**config.mk**
```make
export PLATFORM = sky130hd
export DESIGN_NAME = fetch_unit
export DESIGN_NICKNAME = d
export VERILOG_FILES = /design/src/rtl/fetch_unit.sv
export SDC_FILE = /design/constraint.sdc
export NUM_CORES = 1
export LEC_CHECK = 0
export ABC_AREA = 1
export CORE_MARGIN = 4
export CORE_UTILIZATION = 56
export CTS_CLUSTER_DIAMETER = 100
export DETAILED_ROUTE_END_ITERATION = 7
export PLACE_DENSITY = 0.87
export SLEW_MARGIN = 20
export SYNTH_ARGS = -nofsm -noshare
export SYNTH_HDL_FRONTEND = slang
export SYNTH_SLANG_ARGS = --single-unit
```
**constraint.sdc**
```tcl
create_clock -name clk -period 4.4 [get_ports clk]
set_input_delay 1.32 -clock clk [delete_from_list [all_inputs] [get_ports clk]]
set_output_delay 1.32 -clock clk [all_outputs]
set_load 0.01 [all_outputs]
```
**src/rtl/fetch_unit.sv**
```systemverilog
`default_nettype none
// +----------------------------------------------------------------------------+
// | Module   : fetch_unit                                                      |
// | Brief    : Fetch PC sequencer with req/ack imem port, skid entry, redirect.|
// | Revision : 1.0                                                             |
// +----------------------------------------------------------------------------+
module fetch_unit #(
  parameter int                N_BITS     = 32,
  parameter int                INSTR_BITS = 32,
  parameter logic [N_BITS-1:0] RESET_PC   = 32'h0040_0000
) (
  input  logic                  clk,
  input  logic                  reset,
  input  logic                  stall_i,
  input  logic                  redirect_i,
  input  logic [N_BITS-1:0]     redirect_pc_i,
  output logic                  imem_req_o,
  output logic [N_BITS-1:0]     imem_addr_o,
  input  logic                  imem_ack_i,
  input  logic [INSTR_BITS-1:0] imem_rdata_i,
  output logic                  instr_valid_o,
  output logic [INSTR_BITS-1:0] instr_o,
  output logic [N_BITS-1:0]     pc_o,
  output logic [N_BITS-1:0]     pc_plus4_o
);

  typedef enum logic [0:0] {
    S_FETCH = 1'b0,
    S_DRAIN = 1'b1
  } state_t;

  localparam logic [N_BITS-1:0] c_PC_STEP    = N_BITS'(4);
  localparam logic [N_BITS-1:0] c_ALIGN_MASK = ~N_BITS'(3);

  state_t                  r_state;
  state_t                  w_state_nxt;
  logic [N_BITS-1:0]       r_pc_q;
  logic [N_BITS-1:0]       r_req_addr_q;
  logic                    r_req_held;
  logic                    r_rst_q;
  logic                    r_instr_valid;
  logic [INSTR_BITS-1:0]   r_instr;
  logic [N_BITS-1:0]       r_pc_out;
  logic                    r_skid_valid;
  logic [INSTR_BITS-1:0]   r_skid_instr;
  logic [N_BITS-1:0]       r_skid_pc;

  logic                    w_out_fire;
  logic                    w_out_free;
  logic                    w_start;
  logic                    w_xfer;
  logic                    w_to_out;
  logic [N_BITS-1:0]       w_redirect_pc;

  assign w_out_fire    = r_instr_valid & ~stall_i;
  assign w_out_free    = ~r_instr_valid | w_out_fire;
  // r_rst_q keeps the request line quiet for the first cycle after reset
  assign w_start       = (r_state == S_FETCH) & ~r_rst_q & ~r_req_held &
                         ~r_skid_valid & w_out_free & ~redirect_i;
  assign imem_req_o    = w_start | r_req_held;
  assign imem_addr_o   = r_req_held ? r_req_addr_q : r_pc_q;
  assign w_xfer        = imem_req_o & imem_ack_i;
  assign w_to_out      = w_out_free & ~r_skid_valid;
  assign w_redirect_pc = redirect_pc_i & c_ALIGN_MASK;

  assign instr_valid_o = r_instr_valid;
  assign instr_o       = r_instr;
  assign pc_o          = r_pc_out;
  assign pc_plus4_o    = r_pc_out + c_PC_STEP;

  always_ff @(posedge clk) begin
    if (reset) begin
      r_state <= S_FETCH;
    end else begin
      r_state <= w_state_nxt;
    end
  end

  always_comb begin
    w_state_nxt = r_state;
    case (r_state)
      S_FETCH: begin
        if (redirect_i & r_req_held & ~imem_ack_i) begin
          w_state_nxt = S_DRAIN;
        end
      end
      S_DRAIN: begin
        if (imem_ack_i) begin
          w_state_nxt = S_FETCH;
        end
      end
      default: w_state_nxt = S_FETCH;
    endcase
  end

  always_ff @(posedge clk) begin
    if (reset) begin
      r_pc_q        <= RESET_PC;
      r_req_addr_q  <= '0;
      r_req_held    <= 1'b0;
      r_rst_q       <= 1'b1;
      r_instr_valid <= 1'b0;
      r_instr       <= '0;
      r_pc_out      <= '0;
      r_skid_valid  <= 1'b0;
      r_skid_instr  <= '0;
      r_skid_pc     <= '0;
    end else begin
      r_rst_q <= 1'b0;
      if (redirect_i) begin
        // Flush everything; a pending request stays held and is drained later
        r_pc_q        <= w_redirect_pc;
        r_instr_valid <= 1'b0;
        r_skid_valid  <= 1'b0;
        if (w_xfer) begin
          r_req_held <= 1'b0;
        end
      end else if (r_state == S_DRAIN) begin
        if (w_xfer) begin
          r_req_held <= 1'b0;
        end
      end else begin
        if (w_xfer) begin
          r_pc_q     <= r_pc_q + c_PC_STEP;
          r_req_held <= 1'b0;
        end else if (w_start) begin
          r_req_held   <= 1'b1;
          r_req_addr_q <= r_pc_q;
        end

        if (w_out_fire & r_skid_valid) begin
          r_instr  <= r_skid_instr;
          r_pc_out <= r_skid_pc;
        end else if (w_xfer & w_to_out) begin
          r_instr       <= imem_rdata_i;
          r_pc_out      <= imem_addr_o;
          r_instr_valid <= 1'b1;
        end else if (w_out_fire) begin
          r_instr_valid <= 1'b0;
        end

        if (w_xfer & ~w_to_out) begin
          r_skid_instr <= imem_rdata_i;
          r_skid_pc    <= imem_addr_o;
          r_skid_valid <= 1'b1;
        end else if (w_out_fire) begin
          r_skid_valid <= 1'b0;
        end
      end
    end
  end

endmodule
`default_nettype wire

```
==> flow_summary.toml <==
[run_status]
status = "completed"

[synthesis]
async_flop_share_pct = 0
synthTopCellsByArea = "dfxtp_1 38%, nand2_1 12%, o21ai_0 10%"
synth-seq-cells = 189
syn_area_um2 = 9910
ys_seq_area_share_pct = 38.2
yosysMostFrequentCell = "nand2_1"
dominantRegCellSynth = "dfxtp_1"
synth_cell_types = 35
yosysTopAreaCellShare_pct = 38.2
ys_warn_count = 0
synth-edff-count = 0
synthTopCellsByCount = "329 x nand2_1, 203 x o21ai_0, 189 x dfxtp_1"
synth_top_area_cell = "dfxtp_1"
avgSynthCellArea_um2 = 6.39
synthCells = 1550

[grt]
grt_pass1_wl_um = 44100
grt_util_all_layers_pct = 26.7
antenna_found_initial = 0
grt_max_degree = 125
grt_pass1_vias = 8985
overflow = 0
grt_use_met1_pct = 35.7
grt.busiest_layer = "met2"
grt_util_met3_pct = 4.85
met2_usage_pct = 44.1

[worst_setup_path]
rr_endpoint = "pc_o[5]"
start_kind = "input port"
cp.required_ns = 3.08
r2r_slack_ns = 2.29
cp.arrival_ns = 2.83
r2r_start = "r_state"
cp_max_fo = 4
critical_path_class = "input port to output port"
critPathLaunch = "redirect_i"
r2r.worst_path.cells = 6
end_kind = "output port"

[power_and_ir_drop]
swShare_pct = 26.5
clockPowerShare_pct = 38.6
internal_power_mw = 2.93
p_leak_nw = 4.93
p_switching_mw = 1.06
seq_power_share_pct = 46.1
combPwrFrac_pct = 15.3
p_per_area_nw_per_um2 = 318
ir_drop_mv = 0.308

[timing]
skew_ns = 0.0121
relSlewSlack_pct = 45.8
final-setup-viol-count = 0
rsz0062_at_grt = "no"
final.setup.tns_ns = 0
fin_crit_ns = 4.15
hold_viol = 0
drv_slew = 0
worstMarginPinSlew_ns = 0.812
timing.hold.ws_ns = 0.444
post-route-period-util_pct = 94.4
timing.fmax_mhz = 241

[placement]
gp_congestion = 0.948
dp_hpwl_um = 19000
placed_cell_area_um2 = 11900
port_buffers = 190

[cts]
root_buffer = "clkbuf_16"
clkTransAtPathRegs_ns = 0.06
numCtsBuffers = 17
postCtsSetupBuffers = 0
cts_resized = 0
cts.sinks = 189
htree_levels = 4
cts_tree = "done"
clk_path_buf_depth = 2
insertion_delay_ns = 0.44
postCtsHoldBufs = 0

[floorplanning]
die-area_um2 = 19900
rows = 48
ios = 199
die_w_um = 141
die_h_um = 141
core_area_um2 = 17300
start_util_pct = 57.3

[route]
routed_via_density = 5.34
antenna_left = 0
drt_iter0_drc = 1075
wl_per_cell_um = 14.1
vias = 10300
drc = 0
totalWireLength_um = 27100
dr.pass1.iters = 6

[finish]
multiInputGateArea_um2 = 5000
n_antenna_cell = 0
fin_area_um2 = 12500
fill_cells = 1435
drive_above_1_share_pct = 3.83
area_growth_pct = 26.4
seq_area_um2 = 3780
nets = 1758

[run]
maxCapViolCount = 0

[hold_path]
holdPathEnd = "r_skid_pc[6]"
whs_path_depth = 2
hold_path_class = "flop to flop"
worstHoldStart = "r_skid_pc[6]"
[metal layers]
metal | wire (um) | up-vias
li1 | - | 5232
met1 | 11900 | 4598
met2 | 12600 | 384
met3 | 1930 | 54
met4 | 648 | 0
met5 | 0 | -
[sequential cells by signal, summed over array words and instances, names as in the netlist, 30 cells and up]
signal	count
r_skid_instr	32
instr_o	32
r_skid_pc	30
r_req_addr_q	30
pc_o	30
r_pc_q	30
[power groups by stage]
stage          logic (mW)  clock network, mW  registers [mW]
2_1_floorplan       0.330                  0            1.87
3_3_place_gp        0.592                  0            1.87
3_5_place_dp        0.605                  0            1.87
4_1_cts             0.609               1.55            1.84
5_1_grt             0.675               1.62            1.84
6_report            0.611               1.54            1.84
[final cells by class]
type | count | share of cell area [%]
flip-flops and latches | 189 | 30.2
well taps | 225 | 2.25
inverters | 184 | 5.54
repair buffers | 215 | 17.4
clock buffers | 21 | 3.76
multi-input cells | 1080 | 40.0
clock inverters | 9 | 0.899
[cell usage in the layout (no fill, tap or decap), drive strengths merged]
| master | count |
|---|---|
| nor3 | 11 |
| conb | 6 |
| nor3b | 1 |
| and3 | 1 |
| a21boi | 1 |
| xor2 | 19 |
| clkinv | 5 |
| ha | 2 |
| clkinvlp | 1 |
| o211ai | 1 |
| nor2 | 181 |
| clkdlybuf4s50 | 190 |
| xnor2 | 14 |
| nor4 | 2 |
| buf | 25 |
| nand4 | 10 |
| a2111o | 1 |
| or2 | 2 |
| a21oi | 179 |
| inv | 185 |
| bufinv | 2 |
| o21ai | 205 |
| clkbuf | 21 |
| or3 | 1 |
| mux2i | 3 |
| dfxtp | 189 |
| nand3 | 108 |
| o21bai | 1 |
| nand2 | 331 |
[worst max-delay path by stage]
stage	endpoint	slack, ns	depth (start not counted)
floorplan	imem_req_o	1.19	4
global placement	imem_req_o	0.29	5
detailed placement	imem_req_o	0.24	5
CTS	imem_req_o	0.23	5
global route	pc_plus4_o[22]	0.09	11
finish	imem_req_o	0.25	5
[critical path, cell delays in order]
cell	delay, ns
clkdlybuf4s50_1	0.51
nor2_8	0.15
nand2_2	0.08
o21bai_2	0.18
clkdlybuf4s50_1	0.58
[kinds of logic after synthesis]
| kind of cell | after synthesis | share of synthesized area, % |
|---|---|---|
| adder cells (fa/ha/maj) | 2 | 0.253 |
| buffers and inverters | 286 | 11.7 |
| other | 1 | 0.0379 |
| AND/OR/NAND/NOR | 648 | 26.8 |
| AO/OA/AOI/OAI | 388 | 19.8 |
| XOR/XNOR | 33 | 2.92 |
| flip-flops | 189 | 38.2 |
| multiplexers | 3 | 0.303 |
[metrics by stage]
stage | util [%] | power (mW) | setup slack, ns | instances
floorplan | - | 2.20 | 1.19 | 1555
global placement | 69.0 | 2.46 | 0.293 | 1893
detailed placement | 69.0 | 2.48 | 0.243 | 1893
CTS | 72.4 | 3.99 | 0.231 | 1923
global route | 72.4 | 4.14 | 0.0854 | 1923
finish | 72.4 | 3.99 | 0.247 | 1923
Note: power is estimated with default switching activity, not from simulation.
